## src/rtl/regfile_scoreboard.sv

```systemverilog
// Register file with two registered read ports and per-register in-flight write counters.
// Optional write-through bypass onto the read ports: define REGFILE_BYPASS_EN.
module regfile_scoreboard #(
  parameter int NUM_REGS     = 32,
  parameter int MAX_INFLIGHT = 3,
  parameter int ZERO_REG     = 1
) (
  input  logic        clk,
  input  logic        rst,
  input  logic        clk_en,
  input  logic        reg_we,
  input  logic [4:0]  rd_addr,
  input  logic [31:0] to_reg,
  input  logic [4:0]  rs1_addr,
  input  logic [4:0]  rs2_addr,
  output logic [31:0] rs1_data,
  output logic [31:0] rs2_data,
  output logic        rs1_busy,
  output logic        rs2_busy,
  input  logic        issue_valid,
  input  logic [4:0]  issue_rd,
  output logic        issue_full
);

  localparam bit         ZR      = (ZERO_REG != 0);
  localparam logic [1:0] MAX_CNT = 2'(MAX_INFLIGHT);

  logic [31:0] regs_q [NUM_REGS];
  logic [1:0]  cnt_q  [NUM_REGS];
  logic [1:0]  cnt_d  [NUM_REGS];
  logic [31:0] rs1_q, rs1_d;
  logic [31:0] rs2_q, rs2_d;

  logic wr_en;
  logic issue_zero;
  logic inc;
  logic dec;

  assign wr_en      = reg_we && !(ZR && rd_addr == 5'd0);
  assign issue_zero = ZR && issue_rd == 5'd0;

  assign rs1_busy   = cnt_q[rs1_addr] != 2'd0;
  assign rs2_busy   = cnt_q[rs2_addr] != 2'd0;
  assign issue_full = (cnt_q[issue_rd] == MAX_CNT) && !issue_zero;

  assign inc = issue_valid && !issue_full && !issue_zero;
  assign dec = reg_we && cnt_q[rd_addr] != 2'd0;

  // Matching inc/dec on one register cancel; otherwise both apply independently.
  always_comb begin
    cnt_d = cnt_q;
    if (!(inc && dec && issue_rd == rd_addr)) begin
      if (inc) cnt_d[issue_rd] = cnt_q[issue_rd] + 2'd1;
      if (dec) cnt_d[rd_addr]  = cnt_q[rd_addr] - 2'd1;
    end
  end

  always_comb begin
    rs1_d = (ZR && rs1_addr == 5'd0) ? '0 : regs_q[rs1_addr];
    rs2_d = (ZR && rs2_addr == 5'd0) ? '0 : regs_q[rs2_addr];
`ifdef REGFILE_BYPASS_EN
    if (wr_en && rd_addr == rs1_addr) rs1_d = to_reg;
    if (wr_en && rd_addr == rs2_addr) rs2_d = to_reg;
`endif
  end

  always_ff @(posedge clk) begin
    if (rst) begin
      regs_q <= '{default: '0};
      cnt_q  <= '{default: '0};
      rs1_q  <= '0;
      rs2_q  <= '0;
    end else if (clk_en) begin
      if (wr_en) regs_q[rd_addr] <= to_reg;
      cnt_q <= cnt_d;
      rs1_q <= rs1_d;
      rs2_q <= rs2_d;
    end
  end

  assign rs1_data = rs1_q;
  assign rs2_data = rs2_q;

endmodule

```

## config.mk

```make
export PLATFORM = sky130hd
export DESIGN_NAME = regfile_scoreboard
export DESIGN_NICKNAME = d
export VERILOG_FILES = /design/src/rtl/regfile_scoreboard.sv
export SDC_FILE = /design/constraint.sdc
export NUM_CORES = 2
export LEC_CHECK = 0
export ABC_CLOCK_PERIOD_IN_PS = 5300
export BUFFER_PORTS_ARGS = -buffer_cell sky130_fd_sc_hd__buf_2
export CELL_PAD_IN_SITES_DETAIL_PLACEMENT = 1
export CELL_PAD_IN_SITES_GLOBAL_PLACEMENT = 1
export CORE_MARGIN = 1
export CORE_UTILIZATION = 50
export CTS_BUF_LIST = sky130_fd_sc_hd__clkbuf_8
export DETAILED_ROUTE_END_ITERATION = 12
export HOLD_SLACK_MARGIN = 0.12
export PLACE_DENSITY_LB_ADDON = 0.1
export SLEW_MARGIN = 20
export SYNTH_ARGS = -nofsm -noshare
export SYNTH_HDL_FRONTEND = slang
export SYNTH_SLANG_ARGS = --single-unit
```

## constraint.sdc

```tcl
create_clock -name clk -period 5.3 [get_ports clk]
set_input_delay 1.06 -clock clk [delete_from_list [all_inputs] [get_ports clk]]
set_output_delay 1.06 -clock clk [all_outputs]
set_load 0.03 [all_outputs]
```

# Word-level counts from Yosys, hierarchy flattened
# Index checks and enable logic that the tools add are counted.
[word_totals]
inputBits = 57
word_cells = 134
reg_bits = 1152
output_inout_bits = 67
[op_classes]
bitwise_logic = 5
mux = 32
magnitude_cmp = 6
reduce_logical = 21
addsub = 2
n_eq_ne = 2
[ops]
columns = ["operator", "n"]
rows = [
  ["$bwmux W1024", 1],
  ["$bmux W32 S5", 2],
  ["$mux W32", 7],
  ["$mux W64", 3],
  ["$demux W32 S5", 1],
  ["$bwmux W64", 2],
  ["$bmux W2 S5", 4],
  ["$ge A6 B6 Y1 const B", 4],
  ["$not A5 Y6", 4],
  ["$demux W2 S5", 2],
  ["$logic_not A5 Y1", 4],
  ["$mux W2", 10],
  ["$lt A6 B1 Y1 const B", 2],
  ["$logic_and A1 B1 Y1", 9],
  ["$reduce_bool A2 Y1", 3],
  ["$eq A5 B5 Y1", 1],
  ["$reduce_and A2 Y1", 2],
  ["$logic_not A1 Y1", 3],
  ["$add A2 B1 Y2 const B", 1],
  ["$eq A2 B2 Y1 const B", 1],
  ["$sub A2 B1 Y2 const B", 1],
  ["$not A1 Y1", 1],
]

# Logic depth before layout (Yosys ltp)
[logic_depth]
word_depth = 14
mapped_depth = 14
depth_no_buf = 10

# Worst setup path before layout
# No wires, ideal clock.
[synth_timing]
path_type = "input -> register"
startpoint = "in issue_rd[0]"
endpoint = "reg cnt_q[44] (netlist name)"
required_ps = 5205
path_buffers = 4
path_stages = 13
setup_ps = 95
arrival_ps = 4281
setup_slack_ps = 924
path_cell_list = "buf_2 -> buf_2 -> buf_2 -> mux4_2 -> a22oi_1 -> nand4_1 -> ha_1 -> nand2b_1 -> a2111o_2 -> o21ai_4 -> buf_4 -> a211oi_1 -> a221oi_1"
[synth_via]
elab_chain_len = 13
word_cells_on_any_way = 27
classes_between = "add/sub (1); order compare (2); eq/ne (2); mux (10); bitwise (2); reduce/logical (10)"
[synth_lines]
columns = ["item", "line", "rtl"]
rows = [
  ["start: declaration", "21", "input logic [4:0] issue_rd,"],
  ["$not A5 Y6 (not written as such)", "44, 53", ""],
  ["$bmux W2 S5", "44, 53", ""],
  ["$mux W2 (not written as such) (2 in a row)", "44, 53", ""],
  ["$eq A2 B2 Y1", "44", "assign issue_full = (cnt_q[issue_rd] == MAX_CNT) && !issue_zero;"],
  ["$logic_and A1 B1 Y1", "44", ""],
  ["$logic_not A1 Y1", "46", "assign inc = issue_valid && !issue_full && !issue_zero;"],
  ["$logic_and A1 B1 Y1 (2 in a row)", "46", ""],
  ["$mux W64 / $logic_and A1 B1 Y1 (equally long branches)", "53, 52", ""],
  ["$mux W64 / $logic_and A1 B1 Y1 (equally long branches)", "52", "if (!(inc && dec && issue_rd == rd_addr)) begin"],
  ["$bwmux W64 / $not A1 Y1 (equally long branches)", "--", ""],
  ["$mux W64 / $reduce_and A2 Y1 (equally long branches)", "--", ""],
  ["end signal: assignment", "75", "cnt_q <= cnt_d;"],
  ["end: declaration", "29", "logic [1:0] cnt_q [NUM_REGS];"],
]
# Several ways; a longest one is shown, not always the timed one. The select of a mux whose other input is x is not followed.
# A chain may end at the register's enable or synchronous reset.

# Worst setup path in the final report
[layout_timing]
startpoint = "in issue_rd[1]"
endpoint = "out issue_full"
[layout_via]
elab_chain_len = 6
word_cells_on_any_way = 8
classes_between = "eq/ne (1); mux (3); bitwise (1); reduce/logical (3)"
[layout_lines]
columns = ["item", "line", "rtl"]
rows = [
  ["$not A5 Y6 (not written as such)", "44", ""],
  ["$bmux W2 S5", "44", ""],
  ["$mux W2 (not written as such) (2 in a row)", "44", ""],
  ["$eq A2 B2 Y1", "44", ""],
  ["$logic_and A1 B1 Y1 (*)", "44", ""],
  ["end: declaration", "22", "output logic issue_full"],
]
# Mark *: on every way between the ends. The rest lies on a longest branch, timed or not. The select of a mux whose other input is x is not followed.

==> impl_metrics.json <==
{
  "yosys_register_bits": 1152,
  "arrival_ns": 3.46,
  "finClkSkew_ns": 0.04322,
  "initial_core_util_pct": 50.31,
  "worst_slew_pin_slew_ns": 1.342,
  "synth_area_um2": 59330,
  "syn_nets": 7105,
  "fp.dieW_um": 346.5,
  "clock_power_share_pct": 44.3,
  "finalSetupTns_ns": 0,
  "coreArea_um2": 117900,
  "cts_resized": 0,
  "synth_edf_count": 0,
  "final_cell_area_um2": 64970,
  "synth-async-reset-ratio_pct": 0,
  "pwr-share-comb_pct": 9.2,
  "final_nets": 6870,
  "cp_slowest_cell": "or3b_2",
  "cp_cell_sequence": "buf_2 -> buf_4 -> or3b_2 -> o221ai_1 -> a22oi_1 -> nand2_1 -> ha_1 -> a21boi_0 -> buf_2",
  "cts_sinks": 1152,
  "setup_violations": 0,
  "yosys_warnings": 0,
  "synth_area_per_cell_um2": 8.420,
  "hold_depth": 2,
  "antenna_found_initial": 17,
  "grt_pass1_vias": 58020,
  "final_max_slew_viol_count": 0,
  "cts_tree": "done",
  "dr.first_iter.drc_count": 6520,
  "dp_hpwl_mm": 146.6,
  "grt_max_degree": 204,
  "finalCritPeriodShare_pct": 85.37,
  "overflow": 0,
  "pwr-share-seq_pct": 46.6,
  "seq_area_frac_synth_pct": 38.87,
  "clk_latency_ns": 0.99,
  "rsz0062_at_grt": "no",
  "gp_congestion": 0.9523,
  "synthFlopType": "dfxtp_1",
  "crit_buf_inv": 3,
  "cp-start-kind": "primary input",
  "post-cts-setup-buffers": 0,
  "r2r-end": "cnt_q[32]",
  "postPlaceCellArea_um2": 60990,
  "p_int_mw": 13.49,
  "fmax_ghz": 0.2210,
  "crit_path_frequent_cell": "buf_2",
  "end_kind": "output pin",
  "dieArea_um2": 120000,
  "fin_crit_ns": 4.524,
  "routed_wl_mm": 257.5,
  "drcViolationCount": 0,
  "vdd_drop_max_v": 0.0002803,
  "fill_cells": 13700,
  "cap_viol_max_count": 0,
  "hold_buffers": 0,
  "rrSetupSlack_ns": 1.58,
  "num_rows": 126,
  "grt_use_total_pct": 41.72,
  "hold_violations": 0,
  "drive_gt1_share_pct": 13.68,
  "status": "complete, no violations",
  "wl_per_cell_um": 30.29,
  "cts-htree-levels": 4,
  "path_delay_family": "buffers and inverters",
  "power.density_nw_per_um2": 289.7,
  "path_clk_slew_ns": 0.06,
  "setup.worst_path.class": "in -> out",
  "worstRegToRegCells": 10,
  "cts_max_path_buffers": 3,
  "root_buffer": "clkbuf_8",
  "r2r_start": "cnt_q[53]",
  "syn_inst": 7046,
  "dr.pass1.iters": 5,
  "port_buffers": 123,
  "worst_ep_required_time_ns": 4.24,
  "via_count": 58140,
  "p_sw_mw": 5.326,
  "swShare_pct": 28.30,
  "area_delta_synth_final_pct": 9.498,
  "min_to": "regs_q[579]",
  "cts_inserted_buffers": 200,
  "cpPeakStageDelay_ns": 0.46,
  "power_mw": 18.82,
  "io-pin-count": 124,
  "antenna_left": 0,
  "grt_pass1_wl_mm": 375.4,
  "relSlewSlack_pct": 10.53,
  "power.leakage_nw": 22.14,
  "ys_types": 69,
  "via_per_inst": 6.840,
  "die_h_um": 346.5,
  "worst-path-max-fanout": 18,
  "min_path_type": "reg -> reg",
  "holdCritStartpoint": "regs_q[579]"
}
synthesized netlist by cell type (7+ instances only):
cell      number  area, µm²
or3b_2        10      87.58
o221ai_1     287       2514
nand4_1        7      43.79
nand3b_1      12      90.09
a21o_1        24      180.2
o31ai_1       20      150.1
clkbuf_1     493       1851
a21oi_1     1140       5705
nand2_1     2042       7665
mux2i_1      560       5605
mux4_2       283       6374
a211oi_1      48      360.4
nand3_1       10      50.05
buf_1         24      90.09
nor3_1       145      725.7
o22ai_1      134      838.3
or3_1          9      56.30
a211o_1       64      560.5
inv_1         35      131.4
a311oi_1       8      70.07
nor2b_1       33      206.5
o21ai_0       42      210.2
nor2_1       135      506.7
a22oi_1        9      67.56
dfxtp_1     1152      23060
a221oi_1      17      148.9
buf_2        196      980.9
buf_4         11      82.58
flip-flops by register name, summed over array words and instances, names as in the netlist:
register	flops
rs1_data	32
regs_q	1024
rs2_data	32
cnt_q	64
worst reg2reg max path, stage by stage (launching register included):
cell and delay (ns):
dfxtp_1 0.48, mux4_2 0.52, a22oi_1 0.19, nand4_1 0.12, ha_1 0.32, nand2b_1 0.28, a2111o_2 0.52, o21ai_4 0.41
buf_4 0.30, a211oi_1 0.12, a221oi_1 0.35
how the worst max path moves through the flow:
| stage | cells past startpoint | start | slack [ns] | end |
|---|---|---|---|---|
| after CTS | 9 | issue_rd[1] | 0.80 | issue_full |
| after floorplan | 13 | issue_rd[0] | 0.92 | cnt_q[44] |
| after detailed placement | 13 | issue_rd[0] | 0.35 | cnt_q[50] |
| after global placement | 12 | issue_rd[0] | 0.40 | cnt_q[5] |
| after global routing | 9 | issue_rd[1] | 0.63 | issue_full |
| final | 9 | issue_rd[1] | 0.78 | issue_full |
layer usage:
layer	wire [µm]	global-route usage [%]
met5	67	0
met4	14640	23.76
met3	25550	8.772
met2	115700	64.75
met1	101500	53.86
layout make-up:
cell class | instances | area [µm²] | area share, %
multi-input cells | 5134 | 33460 | 51.50
clock buffers | 241 | 3317 | 5.106
clock inverters | 108 | 645.6 | 0.9938
repair buffers | 287 | 2405 | 3.702
diodes | 6 | 15.01 | 0.02311
flip-flops and latches | 1152 | 23060 | 35.50
inverters | 36 | 140.1 | 0.2157
well taps | 1536 | 1922 | 2.958
kinds of logic after synthesis:
kind of cell             Yosys count  synth area share (%)
AO/OA/AOI/OAI                   1828                 18.85
XOR/XNOR                           5               0.07381
adder cells (fa/ha/maj)            2               0.04217
buffers and inverters            760                 5.291
flip-flops                      1152                 38.87
multiplexers                     843                 20.19
AND/OR/NAND/NOR                 2456                 16.68
layout by cell type (no fill, tap or decap), types with 114 or more instances in the layout:
| cell | Yosys | layout |
|---|---|---|
| nand2_1 | 2042 | 2010 |
| dfxtp_1 | 1152 | 1152 |
| a21oi_1 | 1140 | 1140 |
| mux2i_1 | 560 | 560 |
| o221ai_1 | 287 | 287 |
| mux4_2 | 283 | 283 |
| clkbuf_8 | 0 | 243 |
| nor3_1 | 145 | 145 |
| o22ai_1 | 134 | 134 |
| buf_4 | 11 | 128 |
| buf_2 | 196 | 114 |
power groups by stage:
stage                     registers (mW)  logic (mW)  clock network (mW)
after global placement              8.95        1.65                   0
final                               8.76        1.73                8.33
after CTS                           8.76        1.68                8.36
after detailed placement            8.95        1.67                   0
after floorplan                     8.96        1.07                   0
after global routing                8.76        1.78                8.76
metrics by stage:
| stage | hold slack [ns] | setup WS, ns | utilization [%] | cells |
|---|---|---|---|---|
| after CTS | 0.4670 | 0.7965 | 55.08 | 8494 |
| after global placement | 0.4484 | 0.4026 | 51.70 | 8144 |
| after detailed placement | 0.4547 | 0.3476 | 51.72 | 8145 |
| after global routing | 0.4857 | 0.6290 | 55.09 | 8498 |
| after floorplan | 0.4429 | 0.9239 | - | 7046 |
| final | 0.4659 | 0.7756 | 55.09 | 8500 |
Power figures use the tool's default switching activity.
